==> src/rtl/machine_dump_sequencer.sv <==
// Result-dump stage behind the single-cycle machine: traces executed PCs through a
// small FIFO, detects end of run, then streams registers and a memory window.
module machine_dump_sequencer #(
  parameter int unsigned MAX_CYCLES = 64,
  parameter int unsigned NUM_REGS   = 32,
  parameter logic [31:0] MEM_BASE   = 32'h4000,
  parameter int unsigned MEM_WORDS  = 4,
  parameter int unsigned FIFO_DEPTH = 4
) (
  input  logic        clk,
  input  logic        reset,
  input  logic        run,
  input  logic [29:0] pc_word,
  input  logic [31:0] inst,
  output logic        machine_stall,
  output logic [4:0]  rf_addr,
  input  logic [31:0] rf_data,
  output logic [31:0] mem_addr,
  input  logic [31:0] mem_data,
  output logic        out_valid,
  input  logic        out_ready,
  output logic [31:0] out_data,
  output logic [1:0]  out_kind,
  output logic        out_last,
  output logic        done
);

  localparam int unsigned PW      = $clog2(FIFO_DEPTH);
  localparam int unsigned CW      = $clog2(MAX_CYCLES + 1);
  localparam int unsigned IDX_MAX = (NUM_REGS > MEM_WORDS) ? NUM_REGS : MEM_WORDS;
  localparam int unsigned IW      = $clog2(IDX_MAX);

  typedef enum logic [2:0] {
    S_IDLE, S_TRACE, S_DRAIN, S_REGS, S_MEM, S_DONE
  } state_e;

  typedef enum logic [1:0] {
    KIND_PC  = 2'd0,
    KIND_REG = 2'd1,
    KIND_MEM = 2'd2
  } kind_e;

  state_e          state;
  kind_e           kind_q;
  logic            last_q;
  logic            done_q;
  logic            dump_stall;
  logic [CW-1:0]   cycle_cnt;
  logic [IW-1:0]   idx;

  logic [31:0]     fifo_mem [FIFO_DEPTH];
  logic [PW:0]     wr_ptr;
  logic [PW:0]     rd_ptr;
  logic            fifo_empty;
  logic            fifo_full;
  logic            pc_phase;
  logic            trace_push;
  logic            handshake;
  logic            pc_pop;

  // Extra pointer bit distinguishes full from empty when the low bits match.
  assign fifo_empty = (wr_ptr == rd_ptr);
  assign fifo_full  = (wr_ptr[PW] != rd_ptr[PW]) && (wr_ptr[PW-1:0] == rd_ptr[PW-1:0]);

  assign pc_phase   = (state == S_TRACE) || (state == S_DRAIN);
  assign trace_push = (state == S_TRACE) && run && !fifo_full;
  assign out_valid  = pc_phase ? !fifo_empty : ((state == S_REGS) || (state == S_MEM));
  assign handshake  = out_valid && out_ready;
  assign pc_pop     = pc_phase && handshake;

  assign machine_stall = dump_stall || ((state == S_TRACE) && fifo_full);
  assign rf_addr       = 5'(idx);
  assign mem_addr      = (state == S_MEM) ? (MEM_BASE + 32'(idx)) : MEM_BASE;
  assign out_kind      = kind_q;
  assign out_last      = last_q;
  assign done          = done_q;

  // NOTE: trace storage carries no reset; the head is only presented while non-empty.
  always_ff @(posedge clk) begin
    if (trace_push) fifo_mem[wr_ptr[PW-1:0]] <= {pc_word, 2'b00};
  end

  always_comb begin
    out_data = '0; // NOTE: default first so no path leaves out_data unassigned (no latch)
    case (state)
      S_TRACE, S_DRAIN: if (!fifo_empty) out_data = fifo_mem[rd_ptr[PW-1:0]];
      S_REGS:           out_data = rf_data;
      S_MEM:            out_data = mem_data;
      default:          out_data = '0;
    endcase
  end

  // NOTE: all state updates use <= so every register samples pre-edge values.
  always_ff @(posedge clk or negedge reset) begin
    if (!reset) begin
      state      <= S_IDLE;
      kind_q     <= KIND_PC;
      last_q     <= 1'b0;
      done_q     <= 1'b0;
      dump_stall <= 1'b0;
      cycle_cnt  <= '0;
      idx        <= '0;
      wr_ptr     <= '0;
      rd_ptr     <= '0;
    end else begin
      if (trace_push) wr_ptr <= wr_ptr + 1'b1;
      if (pc_pop)     rd_ptr <= rd_ptr + 1'b1;

      case (state)
        S_IDLE: begin
          if (run) state <= S_TRACE;
        end
        S_TRACE: begin
          if (trace_push) begin
            cycle_cnt <= cycle_cnt + 1'b1;
            if ((inst == 32'h0) || (cycle_cnt == CW'(MAX_CYCLES - 1))) begin
              state      <= S_DRAIN;
              dump_stall <= 1'b1;
            end
          end
        end
        S_DRAIN: begin
          if (fifo_empty) begin
            state  <= S_REGS;
            kind_q <= KIND_REG;
          end
        end
        S_REGS: begin
          if (handshake) begin
            if (idx == IW'(NUM_REGS - 1)) begin
              idx    <= '0;
              state  <= S_MEM;
              kind_q <= KIND_MEM;
              last_q <= (MEM_WORDS == 1);
            end else begin
              idx <= idx + 1'b1;
            end
          end
        end
        S_MEM: begin
          if (handshake) begin
            if (idx == IW'(MEM_WORDS - 1)) begin
              state  <= S_DONE;
              done_q <= 1'b1;
              last_q <= 1'b0;
            end else begin
              idx    <= idx + 1'b1;
              last_q <= (idx == IW'(MEM_WORDS - 2));
            end
          end
        end
        default: ; // S_DONE holds until reset
      endcase
    end
  end

endmodule

==> config.mk <==
export PLATFORM = sky130hd
export DESIGN_NAME = machine_dump_sequencer
export DESIGN_NICKNAME = d
export VERILOG_FILES = /design/src/rtl/machine_dump_sequencer.sv
export SDC_FILE = /design/constraint.sdc
export NUM_CORES = 1
export LEC_CHECK = 0
export CAP_MARGIN = 20
export CORE_MARGIN = 2
export CORE_UTILIZATION = 39
export CTS_CLUSTER_DIAMETER = 200
export DETAILED_ROUTE_END_ITERATION = 10
export GPL_ROUTABILITY_DRIVEN = 1
export GPL_TIMING_DRIVEN = 0
export HOLD_SLACK_MARGIN = 0.1
export PLACE_DENSITY = 0.73
export SLEW_MARGIN = 20
export SYNTH_ARGS = -nofsm -noshare
export SYNTH_HDL_FRONTEND = slang
export SYNTH_SLANG_ARGS = --single-unit
==> constraint.sdc <==
create_clock -name clk -period 5.8 [get_ports clk]
set_clock_uncertainty 0.1 [all_clocks]
set_input_delay 0.87 -clock clk [delete_from_list [all_inputs] [get_ports clk]]
set_output_delay 0.87 -clock clk [all_outputs]
set_load 0.02 [all_outputs]
==> run_results.csv, run 1 <==
group,metric,value,unit
status,status,"completed",
drt,ant_nets,0,
yosys,synth-seq-cells,146,
drt,drc,0,
floorplanning,die_area,0.0180,mm²
pwr,peakVddDrop,0.390,mV
grt,grt_max_degree,27,
pwr,p_per_area,494,mW/mm²
cts,htreeDepth,4,
yosys,synth_seq_area_share,64.6,%
drt,drt_iter0_markers,252,
critical_path,r2r-end,"fifo_mem[1][9]",
pwr,switchingPower,1.56,mW
sta,fmax,246,MHz
cts,cts_setup_buffers,0,
drt,drtPass1Iterations,5,
critical_path,ff2ff_setup_slack,3.27,ns
cts,postCtsResizedCells,0,
sta,holdWs,0.350,ns
critical_path,path_cells,"buf_2 > and3b_1 > clkbuf_1 > clkbuf_1 > a222oi_1 > inv_1 > clkdlybuf4s50_1",
finish,nFillCells,1308,
floorplanning,die_x,134,µm
sta,tightest_slew,0.684,ns
sta,period_needed,4.06,ns
drt,via_per_inst,5.02,
grt,grt_pass1_wl,24.0,mm
drt,wl_per_cell,18.0,µm
cts,ctsRootBufferMaster,"clkbuf_16",
sta,hold_viol_final,0,
critical_path,crit_arrival,3.09,ns
pwr,sequentialPowerShare,31.9,%
critical_path,cp-startpoint,"state[2]",
floorplanning,start_util,39.9,%
critical_path,crit_end,"out_data[14]",
finish,diodes,0,
sta,drv_slew,0,
placed_design,gp_congestion,0.780,
grt,grt_util_all_layers,18.0,%
placed_design,placedCellCount,840,
grt,antenna_found_initial,1,
sta,min_period_over_period,70.1,%
floorplanning,num_rows,47,
critical_path,cp_num_buf_inv,5,
yosys,synthDistinctLibCells,48,
yosys,synthFlopType,"edfxtp_1",
drt,routed_wl,15.7,mm
critical_path,worst_path_most_repeated_cell,"clkbuf_1",
finish,syn2layout_area_growth,42.0,%
yosys,netlist_area,0.00659,mm²
flow_run,maxCapViolCount,0,
critical_path,critPathKind,"reg2out",
cts,clkLatencyLatePin,0.41,ns
critical_path,r2r_start,"rd_ptr[1]",
cts,cts_buffer_depth,2,
drt,via_count,4375,
cts,cts_tree,"done",
cts,postCtsHoldBufs,0,
cts,clkTransAtPathRegs,0.06,ns
cts,cts.sinks,146,
placed_design,portBuffers,176,
pwr,pwr-share-clk,22.1,%
yosys,syn_inst,415,
critical_path,crit_cells,7,
critical_path,critPathTopFamily,"buffers and inverters",
critical_path,cp.required,4.83,ns
grt,gr-total-overflow,0,
yosys,syn_area_per_cell,15.9,µm²
pwr,finalPower,4.63,mW
finish,layout.nets,778,
yosys,synth_edf_count,120,
critical_path,end_kind,"output pin",
critical_path,cp_max_fo,10,
floorplanning,core,0.0165,mm²
critical_path,slowest_stage,"clkdlybuf4s50_1",
pwr,intPower,3.07,mW
finish,drive_gt1_share,18.4,%
finish,stdcell_count,872,
pwr,p_leak,3.55,nW
yosys,async_flop_share,17.8,%
critical_path,reg2regPathDepth,7,
finish,postLayoutCoreUtil,56.6,%
sta,fin_tns_setup,0,ns
pwr,pwr-share-comb,45.9,%
floorplanning,num_io_pins,205,
placed_design,dp.final_hpwl,11.2,mm
sta,final-setup-viol-count,0,
yosys,yosysWarnings,0,
pwr,swShare,33.7,%
floorplanning,die_h,134,µm
cts,cts_made_buffers,17,
sta,rsz0062_at_grt,"false",
min_path,hold_path_class,"in2async",
critical_path,slowest_delay,0.60,ns
critical_path,critPathLaunchType,"register",
grt,grt_pass1_vias,4501,
sta,maxSlewHeadroom,54.4,%
## cells in the mapped netlist (5+ instances only)
| master | number | area share (%) |
|---|---|---|
| buf_4 | 30 | 3.4 |
| inv_1 | 36 | 2.1 |
| clkbuf_1 | 9 | 0.51 |
| mux4_2 | 30 | 10 |
| nand2_1 | 13 | 0.74 |
| edfxtp_1 | 120 | 55 |
| and3_1 | 6 | 0.57 |
| xor2_1 | 5 | 0.66 |
| nor2_1 | 8 | 0.46 |
| a222oi_1 | 30 | 4.6 |
| ha_1 | 9 | 1.7 |
| o21ai_0 | 7 | 0.53 |
| buf_2 | 10 | 0.76 |
| dfrtp_1 | 26 | 9.9 |
| and2_1 | 8 | 0.76 |
| nor4_1 | 8 | 0.76 |
| xnor2_1 | 9 | 1.2 |
## sequential cells by signal, summed over array words and instances, names as in the netlist
| name | cells |
|---|---|
| out_last | 1 |
| rf_addr | 5 |
| cycle_cnt | 7 |
| fifo_mem | 120 |
| out_kind | 2 |
| dump_stall | 1 |
| wr_ptr | 3 |
| state | 3 |
| rd_ptr | 3 |
| done | 1 |
## layer usage
| metal | vias to the layer above | track usage (%) | share of wire [%] |
|---|---|---|---|
| met3 | 16 | 5.33 | 7.6 |
| li1 | 2026 | - | - |
| met1 | 2155 | 21.6 | 41 |
| met4 | 2 | 5.56 | 1.1 |
| met2 | 176 | 31.4 | 51 |
| met5 | - | 0 | 0.070 |
## how the worst min path moves through the flow
| stage | start | end | slack, ns | cells after the start |
|---|---|---|---|---|
| CTS | reset | out_kind[0] | 0.35 | 1 |
| floorplan | dump_stall | dump_stall | 0.33 | 1 |
| global route | reset | out_kind[0] | 0.39 | 1 |
| global placement | dump_stall | dump_stall | 0.35 | 1 |
| finish | reset | out_kind[0] | 0.35 | 1 |
| detailed placement | done | done | 0.36 | 1 |
## power by group through the flow
stage | combinational, mW | clock (mW) | sequential, mW
final | 2.12 | 1.02 | 1.48
after global routing | 2.27 | 1.09 | 1.50
after CTS | 2.16 | 1.05 | 1.48
after detailed placement | 2.15 | 0 | 1.50
after global placement | 2.07 | 0 | 1.49
after floorplan | 1.29 | 0 | 1.48
## cell families after synthesis
| family | after synthesis | share of synthesized area (%) |
|---|---|---|
| AOI/OAI and AO/OA | 55 | 7.22 |
| adders and majority gates | 10 | 1.88 |
| and+or+nand+nor | 65 | 5.72 |
| buffers and inverters | 87 | 7.08 |
| DFF | 146 | 64.6 |
| muxes | 33 | 10.8 |
| xor gates and xnor gates | 17 | 2.60 |
| other | 2 | 0.114 |
## stage by stage
stage / setup WS [ns] / area (µm²)
6_report: 1.74 / 9360
5_1_grt: 1.58 / 9360
4_1_cts: 1.67 / 9360
3_5_place_dp: 2.13 / 8810
3_3_place_gp: 2.00 / 8720
2_1_floorplan: 3.13 / 6680
## layout by cell type, fill, tap and decap left out, types with 4 or more instances in the layout
cell             count
buf_4               30
clkinv_1             5
and2_1               4
buf_2               11
edfxtp_1           120
a21o_1               4
inv_1               36
nand3_1              4
a222oi_1            30
nor4_1               8
nor2_1               8
nand2_1             13
conb_1              27
and3_1               6
clkbuf_16           17
mux4_2              30
dfrtp_1             26
xnor2_1              9
ha_1                 9
and2_2               4
xor2_1               5
o21ai_0              7
nand4_1              4
clkdlybuf4s50_1    175
clkbuf_1            11
## layout make-up
cell class,instances,area [µm²],area share (%)
clock buffer,19,433,4.63
multi-input combinational,207,1970,21.0
buffer,51,332,3.54
timing repair buffer,180,1840,19.7
clock inverter,13,118,1.26
sequential,146,4250,45.5
tap,220,275,2.94
inverter,36,135,1.44
## worst register-to-register path, cell delays in order (launching register included)
cell,delay (ns)
dfrtp_1,0.39
buf_4,0.17
xor2_2,0.23
nor2_1,0.12
a211oi_4,0.40
buf_6,0.20
and2_2,0.36
buf_12,0.23
Note: power is estimated with default switching activity, not from simulation.
==> run 2: changes to the inputs <==
Settings changed: PLACE_DENSITY 0.73 to 0.75.
Clock period 5.8 ns to 3.57 ns, I/O delays scaled along.
==> run_results.csv, run 2 (synthesized netlist as in run 1, its figures left out) <==
group,metric,value,unit
critical_path,cp.required,2.93,ns
grt,grt_util_all_layers,18.3,%
cts,cts_setup_buffers,0,
grt,antenna_found_initial,0,
finish,syn2layout_area_growth,43.3,%
sta,final-setup-viol-count,0,
drt,ant_nets,0,
floorplanning,core,0.0165,mm²
finish,diodes,0,
finish,layout_common_cells,"clkdlybuf4s50_1 (175), edfxtp_1 (120), inv_1 (36), buf_4 (31)",
pwr,p_leak,3.59,nW
critical_path,critPathKind,"reg2out",
critical_path,path_cells,"buf_4 > xor2_2 > nor3_2 > nor3_4 > buf_4 > a222oi_1 > inv_1 > clkdlybuf4s50_1",
floorplanning,die_area,0.0180,mm²
cts,cts_made_buffers,17,
critical_path,end_kind,"output pin",
finish,final_common_cell,"clkdlybuf4s50_1",
cts,cts.sinks,146,
cts,clkTransAtPathRegs,0.06,ns
grt,grt_max_degree,27,
floorplanning,num_rows,47,
floorplanning,num_io_pins,205,
cts,cts_buffer_depth,2,
drt,drt_iter0_markers,414,
sta,maxSlewHeadroom,59.5,%
cts,cts_tree,"done",
pwr,p_per_area,809,mW/mm²
critical_path,critPathLaunchType,"register",
finish,final_cell_area,0.00944,mm²
sta,min_period_over_period,97.2,%
drt,wl_per_cell,18.1,µm
sta,drv_slew,0,
critical_path,crit_arrival,2.83,ns
sta,hold_viol_final,0,
critical_path,slowest_delay,0.62,ns
finish,layout.nets,778,
drt,routed_wl,15.7,mm
sta,rsz0062_at_grt,"true",
sta,fin_tns_setup,0,ns
sta,period_needed,3.47,ns
placed_design,portBuffers,176,
finish,largest_reg_flops,120,
finish,drive_gt1_share,20.0,%
placed_design,gp_congestion,0.778,
drt,via_count,4367,
grt,gr-total-overflow,0,
min_path,hold_path_class,"reg2reg",
drt,drc,0,
pwr,peakVddDrop,0.453,mV
cts,ctsRootBufferMaster,"clkbuf_16",
placed_design,dp.final_hpwl,11.3,mm
sta,fmax,288,MHz
critical_path,worst_path_most_repeated_cell,"buf_4",
sta,tightest_slew,0.607,ns
grt,grt_pass1_wl,24.7,mm
floorplanning,start_util,39.9,%
cts,clkLatencyLatePin,0.41,ns
floorplanning,die_h,134,µm
flow_run,maxCapViolCount,0,
cts,htreeDepth,4,
floorplanning,die_x,134,µm
grt,grt_pass1_vias,4590,
critical_path,slowest_stage,"clkdlybuf4s50_1",
placed_design,placed_cell_area,0.00883,mm²
drt,drtPass1Iterations,5,
critical_path,cp_max_fo,10,
drt,via_per_inst,5.01,
status,status,"completed",
-- run 2: timing repair --
item | 4_1_cts | 5_1_grt
pin swaps | 0 | 0
resized for setup | 6 | 10
hold buffers | 1 | 0
endpoints found under the setup margin | 30 | 28
hold endpoints to repair | 26 | 0
-- run 2: final cells by class --
type                       instances  area [µm²]
buffer                            50         347
clock buffer                      18         429
clock inverter                    13         144
fill                            1287        7090
inverter                          36         135
multi-input combinational        207        1980
sequential                       146        4250
tap                              220         275
timing repair buffer             181        1880
-- run 2: final timing paths --
kind	endpoint	depth (start not counted)	slack, ns	start
setup reg to reg	fifo_mem[1][16]	7	0.92	rd_ptr[1]
setup / recovery	out_data[8]	8	0.10	rd_ptr[1]
min in group asynchronous	out_kind[1]	2	0.58	reset
hold reg to reg	done	1	0.37	done
max in group asynchronous	rd_ptr[1]	2	2.39	reset
hold / removal	done	1	0.37	done
-- run 2: through the flow --
stage               instances  worst slack (ns)  power, mW  utilization, %  hold slack, ns
floorplan                 440             0.986       4.51               -           0.140
global placement          836            0.0778       5.79            52.8           0.348
detailed placement        840             0.269       5.97            53.4           0.353
CTS                       872            0.0312       7.72            57.0           0.370
global route              871          -0.00450       8.04            57.1           0.394
finish                    871             0.102       7.64            57.1           0.367
-- run 2: worst max-delay path, delay by kind of cell (launching register included) --
family                 cells  cell delay, ns
flip-flops                 1            0.38
XOR/XNOR                   1            0.25
AO/OA/AOI/OAI              1            0.11
AND/OR/NAND/NOR            2            0.52
buffers and inverters      4            1.15
-- run 2: where the power goes --
part           total [mW]  switching (mW)  internal, mW
logic                3.51            1.78          1.74
clock network        1.72           0.644          1.08
registers            2.40           0.134          2.27
total                7.64            2.55          5.09
-- run 2: metal layers --
layer	track usage [%]	up-vias	routed length (µm)
li1	-	2020	-
met1	22.3	2145	6300
met2	31.7	189	8060
met3	4.80	13	1200
met4	5.73	0	160
met5	0	-	0
==> run 3: changes to the inputs <==
Settings changed: TNS_END_PERCENT set to 10.
==> run_results.csv, run 3 (synthesized netlist as in run 1, its figures left out) <==
group,metric,value,unit
finish,final_common_cell,"clkdlybuf4s50_1",
critical_path,cp.required,2.93,ns
pwr,p_per_area,810,mW/mm²
finish,layout.nets,778,
grt,grt_pass1_wl,24.7,mm
drt,ant_nets,0,
grt,use_met1,22.3,%
finish,final_cell_area,0.00945,mm²
sta,min_period_over_period,96.9,%
cts,htreeDepth,4,
drt,drtPass1Iterations,5,
drt,via_count,4361,
critical_path,crit_arrival,2.82,ns
cts,ctsRootBufferMaster,"clkbuf_16",
floorplanning,num_rows,47,
critical_path,cp_max_fo,10,
floorplanning,start_util,39.9,%
critical_path,slowest_stage,"clkbuf_1",
finish,postLayoutCoreUtil,57.2,%
sta,rsz0062_at_grt,"true",
placed_design,portBuffers,176,
grt,grt_util_all_layers,18.3,%
floorplanning,die_area,0.0180,mm²
min_path,hold_path.startpoint,"done",
grt,antenna_found_initial,0,
cts,clkLatencyLatePin,0.41,ns
critical_path,r2r-end,"fifo_mem[1][16]",
floorplanning,num_io_pins,205,
sta,final-setup-viol-count,0,
floorplanning,die_x,134,µm
grt,grt_pass1_vias,4590,
cts,cts_tree,"done",
grt,use_met3,4.80,%
sta,hold_viol_final,0,
grt,grt_max_degree,27,
min_path,whs_path_depth,1,
critical_path,critPathKind,"reg2out",
cts,clkTransAtPathRegs,0.06,ns
critical_path,reg2regPathDepth,7,
cts,cts_setup_buffers,0,
critical_path,end_kind,"output pin",
sta,fin_tns_setup,0,ns
finish,syn2layout_area_growth,43.4,%
floorplanning,core,0.0165,mm²
floorplanning,die_h,134,µm
sta,drv_slew,0,
cts,cts_made_buffers,17,
flow_run,maxCapViolCount,0,
finish,layout_common_cells,"clkdlybuf4s50_1 (175), edfxtp_1 (120), inv_1 (36), mux4_2 (30), a222oi_1 (30)",
cts,cts.sinks,146,
drt,via_per_inst,5.01,
pwr,peakVddDrop,0.453,mV
sta,maxSlewHeadroom,53.8,%
critical_path,critPathLaunchType,"register",
grt,grt_busiest_layer,"met2",
critical_path,path_cells,"buf_4 > clkbuf_1 > mux4_2 > a222oi_1 > inv_1 > clkdlybuf4s50_1",
cts,cts_buffer_depth,2,
pwr,p_leak,3.59,nW
placed_design,dp.final_hpwl,11.3,mm
sta,period_needed,3.46,ns
finish,diodes,0,
critical_path,ff2ff_setup_slack,0.91,ns
grt,grt_util_met2,31.7,%
drt,wl_per_cell,18.1,µm
min_path,hold_path_class,"reg2reg",
min_path,hold_path_end,"done",
placed_design,placed_cell_area,0.00883,mm²
sta,fmax,289,MHz
critical_path,slowest_delay,0.54,ns
sta,tightest_slew,0.693,ns
drt,drc,0,
finish,drive_gt1_share,19.8,%
grt,gr-total-overflow,0,
finish,largest_reg_flops,120,
drt,drt_iter0_markers,382,
drt,routed_wl,15.8,mm
critical_path,r2r_start,"rd_ptr[1]",
placed_design,gp_congestion,0.778,
status,status,"completed",
## run 3: repair_timing
action / CTS / global route
pin swaps: 0 / 0
setup endpoints to repair: 30 / 28
hold buffers: 1 / 0
hold endpoints to repair: 26 / 0
resized for setup: 5 / 12
## run 3: worst max-delay path by stage
stage,startpoint,end,cells after the start
floorplan,rd_ptr[1],fifo_mem[1][0],6
global placement,run,fifo_mem[2][0],5
detailed placement,state[2],out_data[11],7
CTS,state[2],out_data[11],7
global route,rd_ptr[1],out_data[2],6
finish,rd_ptr[1],out_data[5],6
## run 3: metal layers
layer  wire, µm  vias to the layer above
met3       1090                       13
met2       8090                      168
met5          0                        -
met4        157                        0
met1       6430                     2156
li1           -                     2024
## run 3: where the power goes
part           internal (mW)  switching [mW]
clock network           1.08           0.642
logic                   1.75            1.78
registers               2.27           0.135
## run 3: through the flow
stage / instances / setup WS, ns / power, mW / hold WS, ns
3_5_place_dp: 840 / 0.269 / 5.97 / 0.353
5_1_grt: 871 / -0.0207 / 8.05 / 0.394
2_1_floorplan: 440 / 0.986 / 4.51 / 0.140
4_1_cts: 872 / 0.00698 / 7.72 / 0.370
6_report: 871 / 0.110 / 7.65 / 0.367
3_3_place_gp: 836 / 0.0778 / 5.79 / 0.348
## run 3: area by class of cell
class	count	area, µm²
fillers	1290	7080
clock inverters	13	144
flip-flops and latches	146	4250
multi-input cells	207	1980
inverters	36	135
plain buffers	50	353
well taps	220	275
repair buffers	181	1880
clock buffers	18	429
## run 3: critical path, delay by kind of cell (launching register included)
kind / cells / cell delay [ns]
buffers and inverters: 4 / 1.31
multiplexers: 1 / 0.42
flip-flops: 1 / 0.35
AO/OA/AOI/OAI: 1 / 0.33
